--- src/rtl/twos_to_float_pkg.sv ---
// twos_to_float_pkg: shared widths and types for the twos-to-float converter.
package twos_to_float_pkg;
    localparam int MAG_W   = 11;
    localparam int EXP_W   = 3;
    localparam int SIG_W   = 4;
    localparam int CNT_SAT = 2**EXP_W - 1;
    typedef logic [MAG_W-1:0] mag_t;
    typedef logic [EXP_W-1:0] lzc_t;
endpackage

--- src/rtl/lzc_comb.sv ---
// lzc_comb: combinational priority scan from the MSB, giving the unsaturated count and a zero flag.
module lzc_comb #(
    parameter int IN_W      = 11,
    parameter int LZ_OFFSET = 1,
    parameter int RAW_W     = 4
) (
    input  logic [IN_W-1:0]  in,
    output logic [RAW_W-1:0] raw,
    output logic             zero
);
    // Scanning upward lets the highest set bit be the last assignment, so it wins.
    always_comb begin
        raw = RAW_W'(LZ_OFFSET + IN_W);
        for (int i = 0; i < IN_W; i++)
            if (in[i]) raw = RAW_W'(LZ_OFFSET + IN_W - 1 - i);
    end
    assign zero = ~|in;
endmodule

--- src/rtl/priority_encoder_lzc.sv ---
// priority_encoder_lzc: registered, saturating leading-zero count of the magnitude field.
// Define PRIORITY_ENCODER_ONEHOT_EN to add a registered one-hot leading-one output.
module priority_encoder_lzc
    import twos_to_float_pkg::*;
#(
    parameter int IN_W      = MAG_W,
    parameter int CNT_W     = EXP_W,
    parameter int LZ_OFFSET = 1
) (
    input  logic             clk,
    input  logic             reset,
    input  logic             in_valid,
    input  logic [IN_W-1:0]  in,
    output logic             out_valid,
    output logic [CNT_W-1:0] out,
    output logic             zero
`ifdef PRIORITY_ENCODER_ONEHOT_EN
    ,
    output logic [IN_W-1:0]  onehot
`endif
);
    localparam int RAW_W = $clog2(LZ_OFFSET + IN_W + 1);
    localparam int SAT   = 2**CNT_W - 1;
    logic [RAW_W-1:0] w_raw;
    logic             w_zero;
    logic [CNT_W-1:0] w_cnt;
    logic             r_valid;
    logic [CNT_W-1:0] r_out;
    logic             r_zero;
    lzc_comb #(.IN_W(IN_W), .LZ_OFFSET(LZ_OFFSET), .RAW_W(RAW_W)) u_lzc (
        .in   (in),
        .raw  (w_raw),
        .zero (w_zero)
    );
    assign w_cnt = (int'(w_raw) > SAT) ? CNT_W'(SAT) : CNT_W'(w_raw);
    always_ff @(posedge clk or posedge reset) begin
        if (reset) begin
            r_valid <= 1'b0;
            r_out   <= '0;
            r_zero  <= 1'b0;
        end else begin
            r_valid <= in_valid;
            if (in_valid) begin
                r_out  <= w_cnt;
                r_zero <= w_zero;
            end
        end
    end
    assign out_valid = r_valid;
    assign out       = r_out;
    assign zero      = r_zero;
`ifdef PRIORITY_ENCODER_ONEHOT_EN
    logic [IN_W-1:0] w_onehot;
    logic [IN_W-1:0] r_onehot;
    always_comb begin
        w_onehot = '0;
        for (int i = 0; i < IN_W; i++)
            if (in[i]) w_onehot = IN_W'(1) << i;
    end
    always_ff @(posedge clk or posedge reset) begin
        if (reset) r_onehot <= '0;
        else if (in_valid) r_onehot <= w_onehot;
    end
    assign onehot = r_onehot;
`endif
endmodule

--- config.mk ---
export PLATFORM = sky130hd
export DESIGN_NAME = priority_encoder_lzc
export DESIGN_NICKNAME = d
export VERILOG_FILES = /design/src/rtl/twos_to_float_pkg.sv /design/src/rtl/lzc_comb.sv /design/src/rtl/priority_encoder_lzc.sv
export SDC_FILE = /design/constraint.sdc
export NUM_CORES = 1
export LEC_CHECK = 0
export BUFFER_PORTS_ARGS = -buffer_cell sky130_fd_sc_hd__buf_2
export CORE_AREA = 2 2 39 41
export CTS_CLUSTER_SIZE = 25
export DETAILED_ROUTE_END_ITERATION = 10
export DIE_AREA = 0 0 41 43
export SLEW_MARGIN = 10
export SYNTH_ARGS = -nofsm -noshare
export SYNTH_HDL_FRONTEND = slang
export SYNTH_SLANG_ARGS = --single-unit
--- constraint.sdc ---
create_clock -name clk -period 0.9 [get_ports clk]
set_input_delay 0.18 -clock clk [delete_from_list [all_inputs] [get_ports clk]]
set_output_delay 0.18 -clock clk [all_outputs]
set_load 0.01 [all_outputs]
==> impl_metrics.env, run 1 <==
export IMPL_die_w_um=41
export IMPL_cts_sinks=5
export IMPL_worst_slew_pin_transition_ps=244
export IMPL_cp_arrival_ps=750
export IMPL_p_leak_uw=0.000242
export IMPL_antenna_found_initial=0
export IMPL_synth_area_um2=264
export IMPL_yosys_warnings=0
export IMPL_synth_largest_area_cell="dfrtp_1"
export IMPL_syn_area_per_cell_um2=9.78
export IMPL_route_detailed_drc=0
export IMPL_die_h_um=43
export IMPL_die_area_um2=1760
export IMPL_drive_above_1_share=0.566
export IMPL_ir_worst_vdd_v=0.000584
export IMPL_finalPower_uw=638
export IMPL_routed_wl_met3_um=55
export IMPL_firstDrtPassIters=1
export IMPL_clock_root_buffer="clkbuf_4"
export IMPL_endpoint_kind="output pin"
export IMPL_fin_crit_ps=926
export IMPL_rsz0062_at_grt="true"
export IMPL_criticalPathCategory="register to output pin"
export IMPL_cts_reportedPaths_clkPinSlew_ps=50
export IMPL_htreeDepth=1
export IMPL_grt_max_degree=8
export IMPL_fp_row_count=14
export IMPL_hp_class="primary input to register"
export IMPL_num_vias=288
export IMPL_violations="negative setup slack"
export IMPL_final_hold_viol_count=0
export IMPL_setup_viol=5
export IMPL_layout_cells_non_filler=69
export IMPL_gp_congestion=0.631
export IMPL_clk_path_buf_depth=2
export IMPL_wire_per_inst_um=9.86
export IMPL_setup_ws_ps=-26.0
export IMPL_seq_area_frac_synth=0.474
export IMPL_max_stage_delay_ps=370
export IMPL_slew_headroom=0.836
export IMPL_final_nets=68
export IMPL_status="complete, but fails checks"
export IMPL_crit_required_ps=720
export IMPL_crit_buf_inv=1
export IMPL_overflow=0
export IMPL_clk_latency_ps=240
export IMPL_grt_pass1_vias=280
export IMPL_cts_tree="done"
export IMPL_cts_buffers=3
export IMPL_synth_top_area_frac=0.474
export IMPL_cp_max_fo=2
export IMPL_grt_first_pass_wirelength_um=986
export IMPL_coreArea_um2=1380
export IMPL_io_pins=19
export IMPL_track_usage=0.0879
export IMPL_diodes=0
export IMPL_fin_area_um2=450
export IMPL_synth_cells=27
export IMPL_crit_family="flip-flops"
export IMPL_placed_area_um2=393
export IMPL_synth_nets=41
export IMPL_final_max_slew_viol_count=0
export IMPL_top_layer_used="met3"
export IMPL_crit_path_cell_trace="buf_2"
export IMPL_met1_length_um=304
export IMPL_ys_seq_elements=5
export IMPL_tns_ps=-96.5
export IMPL_post_place_cells=63
export IMPL_power_density_nw_per_um2=1420
export IMPL_dr_wl_met2_um=320
export IMPL_drt_iter0_drc=0
export IMPL_drt_wl_total_um=680
export IMPL_fin_util=0.325
export IMPL_synthDistinctLibCells=15
export IMPL_vias_per_cell=4.17
export IMPL_cp_start_kind="register"
export IMPL_max_cap_violations=0
export IMPL_fmaxAchievable_mhz=1080
export IMPL_fin_skew_ps=0
export IMPL_crit_slowest_cell="dfrtp_1"
export IMPL_synthTopCellsByArea="dfrtp_1 (47%), mux2_2 (8.5%), nor2_1 (7.1%)"
export IMPL_syn2layout_area_growth_pct=70.6
export IMPL_ant_nets=0
export IMPL_fin_crit_sh=1.03
export IMPL_port_buffers=18
export IMPL_start_util=0.191
-- metrics by stage --
step / setup WS, ps / hold slack [ps]
2_1_floorplan: -115 / -41.5
3_3_place_gp: -277 / 85.3
3_5_place_dp: -292 / 96.9
4_1_cts: -42.9 / 139
5_1_grt: -70.3 / 140
6_report: -26.0 / 149
-- final timing paths --
check / from / end / slack (ps) / cells after the start
min: in_valid / out_valid / 150 / 1
max reg2reg: zero / zero / 120 / 3
max: out[0] / out[0] / -30 / 1
min in group asynchronous: reset / out_valid / 380 / 3
min reg2reg: out[0] / out[0] / 490 / 1
max in group asynchronous: reset / zero / 340 / 3
-- final cells by class --
cell class	count	area (um2)
inverter	3	11.3
sequential	5	125
clock buffer	4	26.3
timing repair buffer	23	136
fill	150	933
tap	16	20.0
multi-input combinational	18	131
-- registers in the layout, indices dropped and copies added (netlist names) --
register / cells
out: 3
out_valid: 1
zero: 1
-- report_power, final --
group / leakage, uW / internal, uW / switching [uW] / total (uW)
Clock: 0.0000150 / 168 / 93.8 / 262
Combinational: 0.000165 / 71.7 / 57.8 / 130
Sequential: 0.0000617 / 241 / 6.15 / 247
Total: 0.000242 / 480 / 158 / 638
-- cell usage after synthesis, drive strengths merged --
cell and count:
nor4 1, mux2i 1, nor2 5, a21oi 1, nor3 2, a221oi 1, a221o 1, inv 3
dfrtp 5, nand3 1, nand2b 1, nand2 1, clkbuf 1, mux2 2, o32a 1
-- placed cells by master, fill, tap and decap left out --
| cell | instances |
|---|---|
| buf_2 | 17 |
| nor2_1 | 5 |
| dfrtp_1 | 5 |
| buf_4 | 4 |
| inv_1 | 3 |
| clkbuf_4 | 3 |
| nor3_1 | 2 |
| mux2_2 | 2 |
| nand2b_4 | 1 |
| a221o_1 | 1 |
| a221oi_2 | 1 |
| nand3_1 | 1 |
| nand2_1 | 1 |
| o32a_2 | 1 |
| nor4_1 | 1 |
| mux2i_1 | 1 |
| a21oi_1 | 1 |
| clkbuf_1 | 1 |
| dlygate4sd3_1 | 1 |
| buf_6 | 1 |
-- cell families (layout without fill, tap and decap cells) --
group,after synthesis,after routing,synth area share
compound gates,4,4,0.156
buf+inv,4,30,0.0569
flops,5,5,0.474
mux,3,3,0.123
simple gates,11,11,0.190
-- layer usage --
metal,track usage,vias up
met2,0.128,14
met5,0,-
met4,0.0800,0
met1,0.0918,127
li1,-,147
met3,0.0314,0
-- timing repair --
item,4_1_cts,5_1_grt
endpoints found under the hold margin,5,0
buffers inserted,1,0
resized for setup,2,0
hold buffers,1,0
setup endpoints to repair,6,6
pin swaps,0,1
(Power assumes the default switching activity.)
==> run 2, diff against run 1 <==
--- a/config.mk
+++ b/config.mk
@@ -10,6 +10,7 @@
 export CTS_CLUSTER_SIZE = 25
 export DETAILED_ROUTE_END_ITERATION = 10
 export DIE_AREA = 0 0 41 43
+export SETUP_SLACK_MARGIN = 0.3
 export SLEW_MARGIN = 10
 export SYNTH_ARGS = -nofsm -noshare
 export SYNTH_HDL_FRONTEND = slang
==> run 2 against run 1 <==
Effect of this change: the flow still finishes with violations (negative setup slack); final area grew 9.2%; clock-buffer cell count unchanged; setup slack improved by 5.6 ps; sequential share of layout area shrank 2.3 points; wire length shrank 0.74%; global-route usage up 0.39 points; sequential power barely moved; critical path depth unchanged; via count up 3.8%; combinational power is 18% higher; highest routed layer unchanged; utilization is 3.0 points higher; first-iteration DRC count rose by 1.
==> impl_metrics.env, run 2 (synthesized netlist as in run 1, its figures left out) <==
export IMPL_vias_per_cell=4.27
export IMPL_regToRegSetupSlack_ps=130
export IMPL_gp_congestion=0.640
export IMPL_grt_pass1_vias=290
export IMPL_multiInputGateArea_um2=151
export IMPL_firstDrtPassIters=2
export IMPL_rr_endpoint="out[0]"
export IMPL_ant_nets=0
export IMPL_reg2regPathDepth=2
export IMPL_fin_skew_ps=0
export IMPL_status="complete, but fails checks"
export IMPL_clock_root_buffer="clkbuf_4"
export IMPL_cts_sinks=5
export IMPL_clk_path_buf_depth=2
export IMPL_crit_family="flip-flops"
export IMPL_drive_above_1_share=0.630
export IMPL_cts_buffers=3
export IMPL_num_vias=299
export IMPL_crit_path_cell_trace="buf_2"
export IMPL_antenna_found_initial=0
export IMPL_hp_class="primary input to register"
export IMPL_setup_viol=6
export IMPL_max_cap_violations=0
export IMPL_finalPower_uw=656
export IMPL_drt_iter0_drc=1
export IMPL_largest_reg_flops=3
export IMPL_setup_ws_ps=-20.5
export IMPL_coreArea_um2=1380
export IMPL_overflow=0
export IMPL_crit_slowest_cell="dfrtp_1"
export IMPL_rsz0062_at_grt="true"
export IMPL_final_hold_viol_count=0
export IMPL_endpoint_kind="output pin"
export IMPL_critPathLaunch="out[0]"
export IMPL_drt_wl_total_um=675
export IMPL_final_max_slew_viol_count=0
export IMPL_die_area_um2=1760
export IMPL_die_w_um=41
export IMPL_htreeDepth=1
export IMPL_start_util=0.191
export IMPL_final_nets=69
export IMPL_cts_reportedPaths_clkPinSlew_ps=40
export IMPL_nFillCells=153
export IMPL_io_pins=19
export IMPL_hold_start="in_valid"
export IMPL_max_stage_delay_ps=370
export IMPL_placed_area_um2=412
export IMPL_final_common_cell="buf_2"
export IMPL_route_detailed_drc=0
export IMPL_worstReg2RegStart="out[0]"
export IMPL_p_leak_uw=0.000252
export IMPL_cp_max_fo=2
export IMPL_fin_crit_ps=920
export IMPL_grt_first_pass_wirelength_mm=1.04
export IMPL_syn2layout_area_growth_pct=86.3
export IMPL_violations="negative setup slack"
export IMPL_power_density_nw_per_um2=1330
export IMPL_post_place_ws_ps=-304
export IMPL_diodes=0
export IMPL_fp_row_count=14
export IMPL_port_buffers=18
export IMPL_cp_arrival_ps=740
export IMPL_crit_required_ps=720
export IMPL_wire_per_inst_um=9.64
export IMPL_fin_crit_sh=1.02
export IMPL_slew_headroom=0.869
export IMPL_fmaxAchievable_mhz=1090
export IMPL_critical_path_cell_count=1
export IMPL_grt_max_degree=8
export IMPL_fin_area_um2=492
export IMPL_die_h_um=43
export IMPL_hpwlAfterDp_um=540
export IMPL_criticalPathCategory="register to output pin"
export IMPL_final_cell_mix="buf_2 (16), nor2_1 (5), dfrtp_1 (5), buf_6 (4)"
export IMPL_clk_latency_ps=240
export IMPL_cts_tree="done"
export IMPL_seqCellArea_um2=125
export IMPL_crit_buf_inv=1
export IMPL_setup_worst_path_end="out[0]"
export IMPL_track_usage=0.0918
export IMPL_ir_worst_vdd_v=0.000531
export IMPL_cp_start_kind="register"
export IMPL_worst_slew_pin_transition_ps=197
-- run 2: cell count changes in the layout (fill, tap and decap cells not counted), sizes merged --
cell	previous run	this run
buf	22	23
-- run 2: per-stage QoR --
| stage | hold slack [ps] | instances | utilization | setup TNS [ps] |
|---|---|---|---|---|
| 5_1_grt | 150 | 70 | 0.355 | -282 |
| 2_1_floorplan | -41.5 | 27 | - | -114 |
| 3_5_place_dp | 89.7 | 64 | 0.297 | -427 |
| 3_3_place_gp | 86.3 | 64 | 0.297 | -372 |
| 4_1_cts | 140 | 70 | 0.349 | -175 |
| 6_report | 148 | 70 | 0.355 | -82.9 |
-- run 2: timing repair --
item / CTS / global route
resized for setup: 5 / 2
hold endpoints to repair: 5 / 0
setup buffers: 1 / 0
pin swaps: 1 / 1
endpoints found under the setup margin: 9 / 14
hold buffers: 1 / 0
-- run 2: power by group --
group	leakage [uW]	switching, uW	internal [uW]	total (uW)
clock network	0.0000150	88.8	167	256
logic	0.000176	66.2	86.8	153
registers	0.0000617	5.88	241	247
-- run 2: routing by layer --
| metal | GRT usage | vias up | share of wire |
|---|---|---|---|
| met5 | 0 | - | 0 |
| met4 | 0.100 | 0 | 0 |
| met3 | 0.0209 | 0 | 0.11 |
| met2 | 0.131 | 13 | 0.49 |
| met1 | 0.0980 | 135 | 0.40 |
| li1 | - | 151 | - |
-- run 2: area by class of cell --
| type | count | area share |
|---|---|---|
| Timing Repair Buffer | 24 | 0.321 |
| Sequential cell | 5 | 0.254 |
| Multi-Input combinational cell | 18 | 0.308 |
| Inverter | 3 | 0.0229 |
| Clock buffer | 4 | 0.0534 |
| Tap cell | 16 | 0.0407 |
-- run 2: worst min path at each step --
| stage | to | slack, ps | cells past startpoint |
|---|---|---|---|
| final | out_valid | 150 | 1 |
| after global routing | out_valid | 150 | 1 |
| after CTS | out_valid | 140 | 1 |
| after detailed placement | out[2] | 90 | 2 |
| after global placement | out_valid | 90 | 2 |
| after floorplan | out[0] | -40 | 1 |
==> run 3, diff against run 2 <==
==> constraint.sdc (replaced) <==
create_clock -name clk -period 0.9 [get_ports clk]
set_input_delay 0.045 -clock clk [delete_from_list [all_inputs] [get_ports clk]]
set_output_delay 0.045 -clock clk [all_outputs]
set_load 0.01 [all_outputs]
==> run 3 against run 2 <==
Effect of this change: the flow now finishes without violations; critical endpoint is now out[0]; maximum frequency rose by 14%; largest power group unchanged; die area stayed put; final area shrank 13%; non-clock buffer count shrank 4; sequential share of layout area is 3.8 points higher; global-route usage is 1.8 points lower; power down 4.8%; register-to-register slack improved by 30 ps; clock skew stayed put; clock power is essentially flat; wire length shrank 6.4%.
==> impl_metrics.env, run 3 (synthesized netlist as in run 1, its figures left out) <==
export IMPL_status="complete, no violations"
export IMPL_crit_family="compound AO/OA/AOI/OAI gates"
export IMPL_p_sw_uw=150
export IMPL_grt_first_pass_wirelength_um=883
export IMPL_power_frac_comb=0.197
export IMPL_drt_wl_total_um=632
export IMPL_wire_per_inst_um=9.58
export IMPL_overflow=0
export IMPL_layout_cells_non_filler=66
export IMPL_cts_sinks=5
export IMPL_regToRegSetupSlack_ps=160
export IMPL_switching_share=0.240
export IMPL_cp_max_fo=2
export IMPL_placed_area_um2=378
export IMPL_hpwlAfterDp_um=535
export IMPL_setup_worst_path_end="out[0]"
export IMPL_track_usage=0.0737
export IMPL_fin_crit_sh=0.898
export IMPL_final_cell_mix="buf_2 (17), nor2_1 (5), dfrtp_1 (5), inv_1 (3), clkbuf_4 (3)"
export IMPL_nFillCells=154
export IMPL_clk_latency_ps=240
export IMPL_holdPathStages=1
export IMPL_crit_required_ps=1080
export IMPL_die_w_um=41
export IMPL_final_max_slew_viol_count=0
export IMPL_crit_path_cell_trace="buf_6 > nand2b_4 > a221o_1 > a221oi_2 > o32a_2"
export IMPL_slew_headroom=0.839
export IMPL_cts_reportedPaths_clkPinSlew_ps=50
export IMPL_criticalPathCategory="primary input to register"
export IMPL_intPower_uw=475
export IMPL_critPathLaunch="in[1]"
export IMPL_die_h_um=43
export IMPL_reg2regPathDepth=1
export IMPL_ir_worst_vdd_v=0.000627
export IMPL_fin_area_um2=428
export IMPL_tns_ps=0
export IMPL_rsz0062_at_grt="true"
export IMPL_cp_start_kind="primary input"
export IMPL_diodes=0
export IMPL_grt_max_degree=8
export IMPL_power_density_nw_per_um2=1460
export IMPL_largest_reg_flops=3
export IMPL_htreeDepth=1
export IMPL_fp_row_count=14
export IMPL_final_nets=65
export IMPL_max_stage_delay_ps=320
export IMPL_ant_nets=0
export IMPL_setup_viol=0
export IMPL_critical_path_cell_count=5
export IMPL_max_cap_violations=0
export IMPL_cts_buffers=3
export IMPL_firstDrtPassIters=2
export IMPL_crit_slowest_cell="a221o_1"
export IMPL_num_vias=275
export IMPL_post_place_cells=61
export IMPL_hold_start="in_valid"
export IMPL_p_leak_uw=0.000226
export IMPL_antenna_found_initial=0
export IMPL_final_hold_viol_count=0
export IMPL_endpoint_kind="register"
export IMPL_seqPwrFrac=0.395
export IMPL_cts_tree="done"
export IMPL_worst_slew_pin_transition_ps=240
export IMPL_finalPower_uw=625
export IMPL_fmaxAchievable_mhz=1240
export IMPL_clk_path_buf_depth=2
export IMPL_p_clk_frac=0.408
export IMPL_port_buffers=18
export IMPL_drt_iter0_drc=2
export IMPL_fin_crit_ps=808
export IMPL_die_area_um2=1760
export IMPL_coreArea_um2=1380
export IMPL_hp_class="primary input to register"
export IMPL_route_detailed_drc=0
export IMPL_clock_root_buffer="clkbuf_4"
export IMPL_rr_endpoint="out[1]"
export IMPL_worstReg2RegStart="out[1]"
export IMPL_grt_pass1_vias=244
export IMPL_fin_skew_ps=0
export IMPL_start_util=0.191
export IMPL_fin_util=0.309
export IMPL_vias_per_cell=4.17
export IMPL_gp_congestion=0.628
export IMPL_cp_arrival_ps=990
export IMPL_final_common_cell="buf_2"
export IMPL_crit_buf_inv=1
export IMPL_io_pins=19
export IMPL_syn2layout_area_growth_pct=62.1
export IMPL_drive_above_1_share=0.540
## run 3: changes by cell type in the layout (fill, tap and decap cells not counted), sizes merged
cell / change
buf: -4
## run 3: worst min-delay path by stage
| stage | to | slack (ps) |
|---|---|---|
| 4_1_cts | out_valid | 3 |
| 3_3_place_gp | out_valid | -60 |
| 5_1_grt | out_valid | 10 |
| 2_1_floorplan | out[0] | -180 |
| 6_report | out_valid | 10 |
| 3_5_place_dp | out_valid | -50 |
## run 3: power groups by stage
stage	clock network (uW)	logic [uW]	registers, uW
2_1_floorplan	0	44.4	259
3_3_place_gp	0	113	250
3_5_place_dp	0	115	250
4_1_cts	269	119	247
5_1_grt	273	135	249
6_report	255	123	247
## run 3: routing by layer
metal	track usage	vias to the layer above	wire (um)
met3	0.0157	0	66
met2	0.116	14	292
met1	0.0787	118	273
met5	0	-	0
li1	-	143	-
met4	0.0600	0	0
## run 3: final cells by class
type / instances / area [um2] / share of cell area
Multi-Input combinational cell: 18 / 131 / 0.307
Tap cell: 16 / 20.0 / 0.0468
Clock buffer: 4 / 26.3 / 0.0614
Inverter: 3 / 11.3 / 0.0263
Sequential cell: 5 / 125 / 0.292
Timing Repair Buffer: 20 / 114 / 0.266
## run 3: per-stage QoR
step / setup slack [ps] / hold slack [ps]
2_1_floorplan: 20.4 / -176
3_3_place_gp: -142 / -56.0
3_5_place_dp: -173 / -46.6
4_1_cts: 80.4 / 3.45
5_1_grt: 47.9 / 11.4
6_report: 91.9 / 11.5
## run 3: what timing repair did
action / CTS / global route
hold buffers: 1 / 0
setup buffers: 0 / 0
endpoints found under the hold margin: 5 / 0
resized for setup: 0 / 2
pin swaps: 0 / 3
setup endpoints to repair: 9 / 9
